--- src/rtl/keypad_scan_fsm_pkg.sv ---
// keypad_pkg: shared constants, FSM state encoding and helpers for the 3x3 keypad scanner.
//   NUM_ROWS/NUM_COLS : keypad geometry
//   KEY_W             : width of a key index (0..8)
//   scan_state_e      : scanner FSM states
//   onehot9_to_index  : position of the set bit in a key map
//   is_onehot9        : true when exactly one key bit is set
//   col_drive         : active-low column pattern for a column number
package keypad_pkg;

    localparam int unsigned NUM_ROWS = 3;
    localparam int unsigned NUM_COLS = 3;
    localparam int unsigned NUM_KEYS = NUM_ROWS * NUM_COLS;
    localparam int unsigned KEY_W    = 4;

    typedef enum logic [1:0] {
        StIdle = 2'd0,
        StScan = 2'd1,
        StEval = 2'd2
    } scan_state_e;

    function automatic logic [KEY_W-1:0] onehot9_to_index(input logic [NUM_KEYS-1:0] map);
        logic [KEY_W-1:0] idx;
        idx = '0;
        for (int unsigned i = 0; i < NUM_KEYS; i++) begin
            if (map[i]) idx = KEY_W'(i);
        end
        return idx;
    endfunction

    function automatic logic is_onehot9(input logic [NUM_KEYS-1:0] map);
        return (map != '0) && ((map & (map - NUM_KEYS'(1))) == '0);
    endfunction

    function automatic logic [NUM_COLS-1:0] col_drive(input logic [1:0] col);
        return ~(NUM_COLS'(1) << col);
    endfunction

endpackage

--- src/rtl/keypad_scan_fsm_if.sv ---
// keypad_scan_fsm_if: key-event channel from the scanner to the game logic.
//   key       : index of the pressed key, 3*row+col
//   key_valid : an event is held in the output register
//   key_ready : consumer accepts the event when key_valid & key_ready
//   overflow  : sticky flag, an event was dropped
// master = scanner (event source), slave = consumer.
interface keypad_scan_fsm_if;
    import keypad_pkg::*;

    logic [KEY_W-1:0] key;
    logic             key_valid;
    logic             key_ready;
    logic             overflow;

    modport master (output key, output key_valid, output overflow, input key_ready);
    modport slave  (input key, input key_valid, input overflow, output key_ready);

endinterface

--- src/rtl/keypad_scan_fsm_scan_tick_gen.sv ---
// scan_tick_gen: divides clk down to the column scan tick.
//   i_clk    : system clock
//   i_reset  : asynchronous active-low reset
//   i_enable : count while high, counter held at 0 while low
//   o_tick   : one-clk pulse on the last count of each TICK_DIV period
module scan_tick_gen #(
    parameter int unsigned TICK_DIV = 50000
) (
    input  logic i_clk,
    input  logic i_reset,
    input  logic i_enable,
    output logic o_tick
);

    localparam int unsigned CNT_W = (TICK_DIV > 1) ? $clog2(TICK_DIV) : 1;

    logic [CNT_W-1:0] r_count;
    logic             w_last;

    assign w_last = (r_count == CNT_W'(TICK_DIV - 1));
    assign o_tick = i_enable & w_last;

    always_ff @(posedge i_clk or negedge i_reset) begin
        if (!i_reset) begin
            r_count <= '0;
        end else if (!i_enable || w_last) begin
            r_count <= '0;
        end else begin
            r_count <= r_count + CNT_W'(1);
        end
    end

endmodule

--- src/rtl/keypad_scan_fsm.sv ---
// keypad_scan_fsm: 3x3 keypad scanner, debouncer and key-event source.
//   i_clk    : system clock
//   i_reset  : asynchronous active-low reset
//   i_enable : scanning enabled
//   i_row    : keypad rows, active-low, asynchronous to clk
//   o_column : column drive, active-low, 3'b111 = none driven
//   evt      : key event channel (key, key_valid, key_ready, overflow)
module keypad_scan_fsm import keypad_pkg::*; #(
    parameter int unsigned TICK_DIV       = 50000,
    parameter int unsigned DEBOUNCE_SCANS = 4
) (
    input  logic                i_clk,
    input  logic                i_reset,
    input  logic                i_enable,
    input  logic [NUM_ROWS-1:0] i_row,
    output logic [NUM_COLS-1:0] o_column,
    keypad_scan_fsm_if.master   evt
);

    localparam int unsigned STB_W = (DEBOUNCE_SCANS > 2) ? $clog2(DEBOUNCE_SCANS) : 1;
    localparam logic [STB_W-1:0] STABLE_MAX = STB_W'(DEBOUNCE_SCANS - 1);

    logic [NUM_ROWS-1:0] r_row_meta;
    logic [NUM_ROWS-1:0] r_row_sync;
    scan_state_e         r_state;
    logic [1:0]          r_col;
    logic [NUM_COLS-1:0] r_column;
    logic [NUM_KEYS-1:0] r_raw;
    logic [NUM_KEYS-1:0] r_prev_raw;
    logic [NUM_KEYS-1:0] r_debounced;
    logic [STB_W-1:0]    r_stable_cnt;
    logic [KEY_W-1:0]    r_key;
    logic                r_key_valid;
    logic                r_overflow;

    logic                w_tick;
    logic [NUM_KEYS-1:0] w_raw_next;
    logic [STB_W-1:0]    w_stable_nxt;
    logic                w_deb_upd;
    logic                w_event;
    logic [KEY_W-1:0]    w_event_idx;

    // Counter is held in IDLE so the first column after enabling gets a full tick.
    scan_tick_gen #(
        .TICK_DIV (TICK_DIV)
    ) u_tick (
        .i_clk    (i_clk),
        .i_reset  (i_reset),
        .i_enable (i_enable && (r_state != StIdle)),
        .o_tick   (w_tick)
    );

    always_ff @(posedge i_clk or negedge i_reset) begin
        if (!i_reset) begin
            r_row_meta <= '1;
            r_row_sync <= '1;
        end else begin
            r_row_meta <= i_row;
            r_row_sync <= r_row_meta;
        end
    end

    // Rows are active-low: a low row on the driven column marks a pressed key.
    always_comb begin
        w_raw_next = r_raw;
        for (int unsigned r = 0; r < NUM_ROWS; r++) begin
            for (int unsigned c = 0; c < NUM_COLS; c++) begin
                if (c == 32'(r_col)) w_raw_next[r*NUM_COLS + c] = ~r_row_sync[r];
            end
        end
    end

    always_comb begin
        w_stable_nxt = '0;
        if (r_raw == r_prev_raw) begin
            w_stable_nxt = (r_stable_cnt == STABLE_MAX) ? STABLE_MAX
                                                        : r_stable_cnt + STB_W'(1);
        end
    end

    assign w_deb_upd   = (w_stable_nxt == STABLE_MAX);
    // New single key only: ghosted multi-key maps and keys already down never fire.
    assign w_event     = (r_state == StEval) && i_enable && w_deb_upd && is_onehot9(r_raw)
                         && ((r_raw & r_debounced) == '0);
    assign w_event_idx = onehot9_to_index(r_raw);

    always_ff @(posedge i_clk or negedge i_reset) begin
        if (!i_reset) begin
            r_state      <= StIdle;
            r_col        <= '0;
            r_column     <= '1;
            r_raw        <= '0;
            r_prev_raw   <= '0;
            r_debounced  <= '0;
            r_stable_cnt <= '0;
            r_key        <= '0;
            r_key_valid  <= 1'b0;
            r_overflow   <= 1'b0;
        end else begin
            // One-deep holding register; a full, un-accepted slot drops the new event.
            if (w_event) begin
                if (!r_key_valid || evt.key_ready) begin
                    r_key       <= w_event_idx;
                    r_key_valid <= 1'b1;
                end else begin
                    r_overflow  <= 1'b1;
                end
            end else if (r_key_valid && evt.key_ready) begin
                r_key_valid <= 1'b0;
            end

            if (!i_enable) begin
                // Debounced map survives a pause; the partial frame does not.
                r_state      <= StIdle;
                r_col        <= '0;
                r_column     <= '1;
                r_raw        <= '0;
                r_stable_cnt <= '0;
            end else begin
                unique case (r_state)
                    StIdle: begin
                        r_state  <= StScan;
                        r_col    <= '0;
                        r_column <= col_drive(2'd0);
                    end
                    StScan: begin
                        if (w_tick) begin
                            r_raw <= w_raw_next;
                            if (r_col == 2'(NUM_COLS - 1)) begin
                                r_state  <= StEval;
                                r_column <= '1;
                            end else begin
                                r_col    <= r_col + 2'd1;
                                r_column <= col_drive(r_col + 2'd1);
                            end
                        end
                    end
                    StEval: begin
                        r_prev_raw   <= r_raw;
                        r_stable_cnt <= w_stable_nxt;
                        if (w_deb_upd) r_debounced <= r_raw;
                        r_state  <= StScan;
                        r_col    <= '0;
                        r_column <= col_drive(2'd0);
                    end
                    default: begin
                        r_state  <= StIdle;
                        r_column <= '1;
                    end
                endcase
            end
        end
    end

    assign o_column      = r_column;
    assign evt.key       = r_key;
    assign evt.key_valid = r_key_valid;
    assign evt.overflow  = r_overflow;

endmodule

--- src/flat_wrapper.sv ---
// flat-port wrapper written by rule: the top's interface ports become plain ports
module keypad_scan_fsm_flat import keypad_pkg::*;
#(
    parameter int unsigned TICK_DIV       = 50000,
    parameter int unsigned DEBOUNCE_SCANS = 4
)
  (i_clk, i_reset, i_enable, i_row, o_column, evt_key, evt_key_valid, evt_overflow, evt_key_ready);
  keypad_scan_fsm_if evt_i ();
  input  logic i_clk;
  input  logic i_reset;
  input  logic i_enable;
  input  logic [NUM_ROWS-1:0] i_row;
  output logic [NUM_COLS-1:0] o_column;
  output wire logic [$bits(evt_i.key)-1:0] evt_key;
  output wire logic [$bits(evt_i.key_valid)-1:0] evt_key_valid;
  output wire logic [$bits(evt_i.overflow)-1:0] evt_overflow;
  input wire logic [$bits(evt_i.key_ready)-1:0] evt_key_ready;
  assign evt_key = evt_i.key;
  assign evt_key_valid = evt_i.key_valid;
  assign evt_overflow = evt_i.overflow;
  assign evt_i.key_ready = evt_key_ready;
  keypad_scan_fsm #(.TICK_DIV(TICK_DIV), .DEBOUNCE_SCANS(DEBOUNCE_SCANS)) u_core (.i_clk(i_clk), .i_reset(i_reset), .i_enable(i_enable), .i_row(i_row), .o_column(o_column), .evt(evt_i));
endmodule
--- config.mk ---
export PLATFORM = sky130hd
export DESIGN_NAME = keypad_scan_fsm_flat
export DESIGN_NICKNAME = d
export VERILOG_FILES = /design/src/rtl/keypad_scan_fsm_pkg.sv /design/src/rtl/keypad_scan_fsm_if.sv /design/src/rtl/keypad_scan_fsm_scan_tick_gen.sv /design/src/rtl/keypad_scan_fsm.sv /design/src/flat_wrapper.sv
export SDC_FILE = /design/constraint.sdc
export NUM_CORES = 1
export LEC_CHECK = 0
export BUFFER_PORTS_ARGS = -buffer_cell sky130_fd_sc_hd__buf_2
export CORE_ASPECT_RATIO = 0.6
export CORE_MARGIN = 1.5
export CORE_UTILIZATION = 40
export DETAILED_ROUTE_END_ITERATION = 16
export MAX_ROUTING_LAYER = met4
export PLACE_DENSITY = 0.56
export SLEW_MARGIN = 10
export SYNTH_ARGS = -nofsm -noshare
export SYNTH_HDL_FRONTEND = slang
export SYNTH_SLANG_ARGS = --single-unit
--- constraint.sdc ---
create_clock -name i_clk -period 2.9 [get_ports i_clk]
set_input_delay 0.29 -clock i_clk [delete_from_list [all_inputs] [get_ports i_clk]]
set_output_delay 0.29 -clock i_clk [all_outputs]
set_load 0.005 [all_outputs]
; Word-level counts from Yosys, hierarchy flattened
; Index checks and enable logic that the tools add are counted.
[op_classes]
n_addsub = 4
n_bitwise = 8
n_shift = 1
mux = 40
eq_ne = 20
n_reduce_logical = 29
[op_table]
columns = operator, n
row1 = $mux 4, 7
row2 = $mux 9, 3
row3 = $mux 2, 10
row4 = $and 9x9->9, 2
row5 = $logic_not 9->1, 2
row6 = $add 16x1->16 const B, 1
row7 = $eq 16x16->1 const B, 1
row8 = $mux 16, 1
row9 = $reduce_and 3->1, 5
row10 = $mux 1, 13
row11 = $ne 2x1->1 const B, 6
row12 = $reduce_and 2->1, 5
row13 = $eq 9x9->1, 1
row14 = $mux 3, 3
row15 = $reduce_bool 9->1, 1
row16 = $sub 9x1->9 const B, 1
row17 = $eq 2x2->1 const B, 4
row18 = $pmux 2 s2, 2
row19 = $logic_and 1x1->1, 7
row20 = $ne 3x2->1 const B, 2
row21 = $ne 3x3->1 const B, 2
row22 = $pmux 3 s2, 1
row23 = $add 2x1->2 const B, 2
row24 = $logic_not 2->1, 2
row25 = 12 further kinds, 18
[totals]
word_cells = 117
out_inout_bits = 9
ff_bits = 64
inputBits = 7

; Depth between registers and ports, before layout
[logic_depth]
depth_word = 9
mapped_depth = 7
ltp_nobuf = 6

; Cells and area by module
; Synthesis repeated with hierarchy kept, for this count alone.
[unflattened]
cells_unflattened = 279
hier_area_um2 = 3030.4
[modules_own_cells]
columns = mod, area_each_um2, n_inst, seq_area_each_um2, cells_each
row1 = keypad_scan_fsm, 2218.4, 1, 1212.4, 197
row2 = scan_tick_gen, 812.0, 1, 400.4, 82

; Least setup slack after synthesis
; Ideal clock, no wire load.
[synth_path]
path_type = reg2reg
start = reg u_core.r_raw[2]
end = reg u_core.r_key[0] (netlist: u_core.evt.key[0])
required_time_ps = 2775
setup_ps = 125
period_less_slack_ps = 2190
n_path_buf = 1
arrival_ps = 2065
stages_incl_launch_ff = 6
path_slack_ps = 710
cell_sequence = dfrtp_1 buf_6 or4_4 or2_4 a2111oi_4 mux2_4
[synth_via]
elab_chain_len = 7
elab_cells_between_ends = 21
classes_between = 1 x add/sub / 2 x eq/ne / 8 x mux / 2 x bitwise / 8 x reduce/logical
[synth_lines]
columns = item, line
row1 = "start, declared", keypad_scan_fsm.sv:28  ; logic [NUM_KEYS-1:0] r_raw;
row2 = "start signal, assigned", keypad_scan_fsm.sv:128  ; r_raw <= w_raw_next;
row3 = "$sub 9x1->9, or another cell as far along", keypad_scan_fsm_pkg.sv:31  ; return (map != '0) && ((map & (map - NUM_KEYS'(1))) == '0);
row4 = "$and 9x9->9, or another cell as far along", keypad_scan_fsm_pkg.sv:31
row5 = "$logic_not 9->1, or another cell as far along", keypad_scan_fsm_pkg.sv:31
row6 = "$logic_and 1x1->1, or another cell as far along", keypad_scan_fsm_pkg.sv:31
row7 = $logic_and 1x1->1 or $mux 4 (tied branches), "keypad_scan_fsm.sv:83, keypad_scan_fsm_pkg.sv:25"
row8 = $logic_and 1x1->1 or $mux 4 (tied branches), "keypad_scan_fsm.sv:84, keypad_scan_fsm_pkg.sv:25"
row9 = $reduce_and 2->1 (no source line) or $mux 4 (tied branches), n/a
row10 = "end signal, assigned", keypad_scan_fsm.sv:103  ; r_key <= w_event_idx;
row11 = "end, declared", keypad_scan_fsm.sv:32  ; logic [KEY_W-1:0] r_key;
; Several ways; a longest one is shown, not always the timed one.
; A chain may end at the register's enable or synchronous reset.

; Worst setup path after layout
[layout_path]
start = reg u_core.r_raw[6]
end = reg u_core.r_key[3] (netlist: u_core.evt.key[3])
[layout_via]
elab_chain_len = 7
elab_cells_between_ends = 17
classes_between = 1 x add/sub / 2 x eq/ne / 4 x mux / 2 x bitwise / 8 x reduce/logical
[layout_lines]
columns = item, line
row1 = $sub 9x1->9 or $eq 9x9->1 (tied branches), "keypad_scan_fsm_pkg.sv:31, keypad_scan_fsm.sv:75"
row2 = $and 9x9->9 or $mux 2 (tied branches), "keypad_scan_fsm_pkg.sv:31, keypad_scan_fsm.sv:75"
row3 = $logic_not 9->1 or $eq 2x2->1 (tied branches), "keypad_scan_fsm_pkg.sv:31, keypad_scan_fsm.sv:81"
row4 = $logic_and 1x1->1 (on tied branches), "keypad_scan_fsm_pkg.sv:31, keypad_scan_fsm.sv:83"
row5 = $logic_and 1x1->1, keypad_scan_fsm.sv:83  ; assign w_event = (r_state == StEval) && i_enable && w_deb_upd && is_onehot9(r_raw)
row6 = $logic_and 1x1->1, keypad_scan_fsm.sv:84  ; && ((r_raw & r_debounced) == '0);
row7 = $reduce_and 2->1 (no source line), n/a
; Several ways; a longest one is shown, not always the timed one.

==> impl_summary.log <==
INFO  metric status = complete, no violations
INFO  metric met2RoutedLength = 2.16 mm
INFO  metric layout-drive-gt1-share = 18.3%
INFO  metric insertion_delay = 0.33 ns
INFO  metric core_area = 7360 µm²
INFO  metric grt_pass1_vias = 1,938
INFO  metric firstDrtPassIters = 4
INFO  metric n_antenna_cell = 0
INFO  metric criticalPathCategory = reg -> reg
INFO  metric layout.cell_area.non_filler = 3550 µm²
INFO  metric final_weighted_congestion_in_routability_driven_placement = 0.801
INFO  metric die_h = 70.9 µm
INFO  metric tritoncts_num_sinks = 64
INFO  metric vias_per_cell = 4.95
INFO  metric slew_violations = 0
INFO  metric routed_wire_length_per_instance = 14.9 µm
INFO  metric initial_utilization = 41.7%
INFO  metric netSwitchingFraction = 19.7%
INFO  metric synth_compound_gate_area_share = 10.1%
INFO  metric synth_top_flop_cell = sky130_fd_sc_hd__dfrtp_1
INFO  metric drtAntennaViolNets = 0
INFO  metric grt_max_degree = 29
INFO  metric top_signal_layer_used = met4
INFO  metric htree_levels = 3
INFO  metric utilization = 48.2%
INFO  metric overflow = 0
INFO  metric yosys.area_share.simple = 20.0%
INFO  metric root_buffer = sky130_fd_sc_hd__clkbuf_16
INFO  metric drv_cap = 0
INFO  metric cts-root-to-sink-buffers = 2
INFO  metric cts.repair.resized = 0
INFO  metric synthesis.area = 3070 µm²
INFO  metric final.setup_skew = 0.00833 ns
INFO  metric cell_area_after_placement = 3260 µm²
INFO  metric worst_setup_hold_path_clk_slew = 0.05 ns
INFO  metric initialDrtViolationCount = 130
INFO  metric postLayoutSetupSlackWorst = 0.576 ns
INFO  metric dr_wl_met3 = 314 µm
INFO  metric netlist_instances = 286
INFO  metric worst-path-max-fanout = 7
INFO  metric ys_seq_area_share = 52.5%
INFO  metric grt_setup_unrepaired = false
INFO  metric seq_power_share = 46.8%
INFO  metric synth_seq_cells = 64
INFO  metric post_layout_nonfiller_instances = 416
INFO  metric worst_slew_pin_slew = 0.694 ns
INFO  metric groute.usage.overall = 18.1%
INFO  metric nets = 319
INFO  metric endpoint_kind = flip-flop
INFO  metric synth_adder_area_share = 2.04%
INFO  metric detailroute.via_count = 2,058
INFO  metric nFillCells = 675
INFO  metric hp-class = in -> reg
INFO  metric drt_wl_total = 6.20 mm
INFO  metric flow.area_growth_from_synthesis = 15.6%
INFO  metric setup_total_negative_slack = 0 ns
INFO  metric dpl.cell_count = 399
INFO  metric worst_ir_drop_vdd = 0.301 mV
INFO  metric postSynthNetCount = 298
INFO  metric hold_viol_final = 0
INFO  metric synth_xor_area_share = 6.85%
INFO  metric num_io_pins = 16
INFO  metric fp-row-count = 24
INFO  metric cts-buffers-inserted = 9
INFO  metric arrival_time_reported_for_the_critical_path_endpoint = 2.53 ns
INFO  metric timing.fmax = 0.430 GHz
INFO  metric setup-violations-final = 0
INFO  metric power-per-cell-area = 549 nW/µm²
INFO  metric io_buffers = 15
INFO  metric grt_first_pass_wirelength = 10.4 mm
INFO  metric crit_required = 3.10 ns
INFO  metric timing.final.crit_period = 2.32 ns
INFO  metric p_int = 1560 µW
INFO  metric dpl.hpwl = 4.62 mm
INFO  metric cts.repair_timing.setup_buffer_count = 0
INFO  metric synth-edff-count = 0
INFO  metric finalCritPeriodShare = 80.1%
INFO  metric syn_area_per_cell = 10.7 µm²
INFO  metric tritoncts = done
INFO  metric yosys_warnings = 0
INFO  metric detailedPlace.worstSlack = 0.584 ns
INFO  metric post-route-drc-count = 0
INFO  metric combinationalPowerShare = 2.0%
INFO  metric synthMuxAreaShare = 5.30%
INFO  metric number_of_distinct_library_cells_after_synthesis = 46
INFO  metric relSlewSlack = 53.3%
INFO  metric async_reset_ff_share = 100%
INFO  metric postCtsHoldBufs = 1
INFO  metric grt_antenna_before_repair = 0
INFO  metric wirelength_met1 = 3.62 mm
INFO  metric dieArea = 8230 µm²
INFO  metric combinational_family_with_the_most_area_after_synthesis = simple AND/OR/NAND/NOR gates
INFO  metric start_kind = flip-flop
INFO  metric power_frac_clock = 51.2%
INFO  metric p_sw = 383 µW
INFO  metric leakagePower = 0.00166 µW
INFO  metric die_width = 116 µm
-- worst max-delay path, stage by stage, from the launching register on --
cell and delay [ns]:
sky130_fd_sc_hd__dfrtp_1 0.47, sky130_fd_sc_hd__nor3_1 0.48, sky130_fd_sc_hd__a31oi_1 0.15, sky130_fd_sc_hd__or2_4 0.26, sky130_fd_sc_hd__a2111oi_4 0.50, sky130_fd_sc_hd__mux2_4 0.34
-- registers in the layout, indices dropped and copies added, names as in the netlist --
name,flops
u_core.u_tick.r_count,16
u_core.r_debounced,9
u_core.r_prev_raw,9
u_core.r_raw,9
u_core.evt.key,4
u_core.o_column,3
u_core.r_row_meta,3
u_core.r_row_sync,3
u_core.r_col,2
u_core.r_stable_cnt,2
u_core.r_state,2
u_core.evt.key_valid,1
u_core.evt.overflow,1
-- path summary, 6_finish.rpt --
check	slack, ns	to	cells past startpoint	startpoint
worst max register to register	0.58	u_core.evt.key[3]	5	u_core.r_raw[6]
worst min-delay path	0.06	u_core.r_row_meta[2]	1	i_row[2]
max in group asynchronous	1.66	u_core.r_row_sync[0]	3	i_reset
worst min register to register	0.35	u_core.r_row_sync[0]	0	u_core.r_row_meta[0]
min in group asynchronous	0.46	u_core.r_prev_raw[7]	2	i_reset
worst max-delay path	0.58	u_core.evt.key[3]	5	u_core.r_raw[6]
-- synth_stat cells, types with 2 or more instances --
master,n,area [µm²]
sky130_fd_sc_hd__dfrtp_1,55,1380
sky130_fd_sc_hd__nor4bb_1,2,20.0
sky130_fd_sc_hd__mux2_4,4,60.1
sky130_fd_sc_hd__clkbuf_1,7,26.3
sky130_fd_sc_hd__o211ai_1,4,30.0
sky130_fd_sc_hd__ha_1,5,62.6
sky130_fd_sc_hd__nor3_1,4,20.0
sky130_fd_sc_hd__nand2_1,26,97.6
sky130_fd_sc_hd__a31oi_1,2,12.5
sky130_fd_sc_hd__nor2b_1,2,12.5
sky130_fd_sc_hd__xor2_1,15,131
sky130_fd_sc_hd__xnor2_1,9,78.8
sky130_fd_sc_hd__nor4_2,2,25.0
sky130_fd_sc_hd__nand3_1,12,60.1
sky130_fd_sc_hd__a22oi_1,3,22.5
sky130_fd_sc_hd__dfstp_2,9,236
sky130_fd_sc_hd__a21oi_1,4,20.0
sky130_fd_sc_hd__nor4_1,4,25.0
sky130_fd_sc_hd__mux2_2,2,22.5
sky130_fd_sc_hd__o21ai_0,23,115
sky130_fd_sc_hd__inv_1,14,52.6
sky130_fd_sc_hd__o211a_1,3,30.0
sky130_fd_sc_hd__buf_2,2,10.0
sky130_fd_sc_hd__and3_1,5,31.3
sky130_fd_sc_hd__nor2_1,27,101
sky130_fd_sc_hd__nand2b_1,2,12.5
sky130_fd_sc_hd__nand4_1,2,12.5
sky130_fd_sc_hd__nor4b_1,3,26.3
sky130_fd_sc_hd__mux2i_1,8,80.1
sky130_fd_sc_hd__and4_1,3,26.3
sky130_fd_sc_hd__and2_1,8,50.1
-- layout by cell type, fill, tap and decap left out, types with 4 or more instances in the layout --
cell,n
sky130_fd_sc_hd__a21oi_1,4
sky130_fd_sc_hd__and2_1,8
sky130_fd_sc_hd__and3_1,5
sky130_fd_sc_hd__buf_2,15
sky130_fd_sc_hd__buf_4,4
sky130_fd_sc_hd__clkbuf_1,4
sky130_fd_sc_hd__clkbuf_16,9
sky130_fd_sc_hd__dfrtp_1,55
sky130_fd_sc_hd__dfstp_2,9
sky130_fd_sc_hd__ha_1,5
sky130_fd_sc_hd__inv_1,14
sky130_fd_sc_hd__mux2_4,4
sky130_fd_sc_hd__mux2i_1,8
sky130_fd_sc_hd__nand2_1,26
sky130_fd_sc_hd__nand3_1,12
sky130_fd_sc_hd__nor2_1,27
sky130_fd_sc_hd__nor3_1,4
sky130_fd_sc_hd__nor4_1,4
sky130_fd_sc_hd__o211ai_1,4
sky130_fd_sc_hd__o21ai_0,23
sky130_fd_sc_hd__xnor2_1,9
sky130_fd_sc_hd__xor2_1,15
-- metal layers --
| metal | vias up | GRT usage [%] |
|---|---|---|
| met4 | 0 | 6.91 |
| li1 | 1035 | - |
| met1 | 977 | 28.4 |
| met2 | 39 | 19.7 |
| met5 | - | - |
| met3 | 7 | 7.20 |
-- power by group through the flow --
stage | sequential, µW | clock (µW) | combinational (µW)
after floorplan | 924 | 0 | 10.6
after global placement | 925 | 0 | 40.3
after detailed placement | 926 | 0 | 40.7
after CTS | 911 | 1030 | 41.6
after global routing | 911 | 1080 | 46.0
final | 911 | 997 | 39.3
-- per-stage QoR --
stage                     hold WS [ns]  total power [µW]
after CTS                       0.0390              1990
after detailed placement         0.294               966
final                           0.0564              1950
after global placement           0.282               966
after floorplan               -0.00559               935
after global routing            0.0414              2040
-- cells by family after synthesis --
| logic type | after synthesis |
|---|---|
| flops | 64 |
| compound gates | 46 |
| buf+inv | 24 |
| mux | 14 |
| fa+ha+maj | 5 |
| xor+xnor | 24 |
| simple gates | 109 |
-- cell type report --
cell class,instances,area [µm²],area share (%)
Timing Repair Buffer,20,115,3.24
Tap cell,104,130,3.67
Multi-Input combinational cell,198,1360,38.2
Sequential cell,64,1610,45.4
Clock buffer,16,282,7.93
Inverter,14,52.6,1.48
Note: power is estimated with default switching activity, not from simulation.
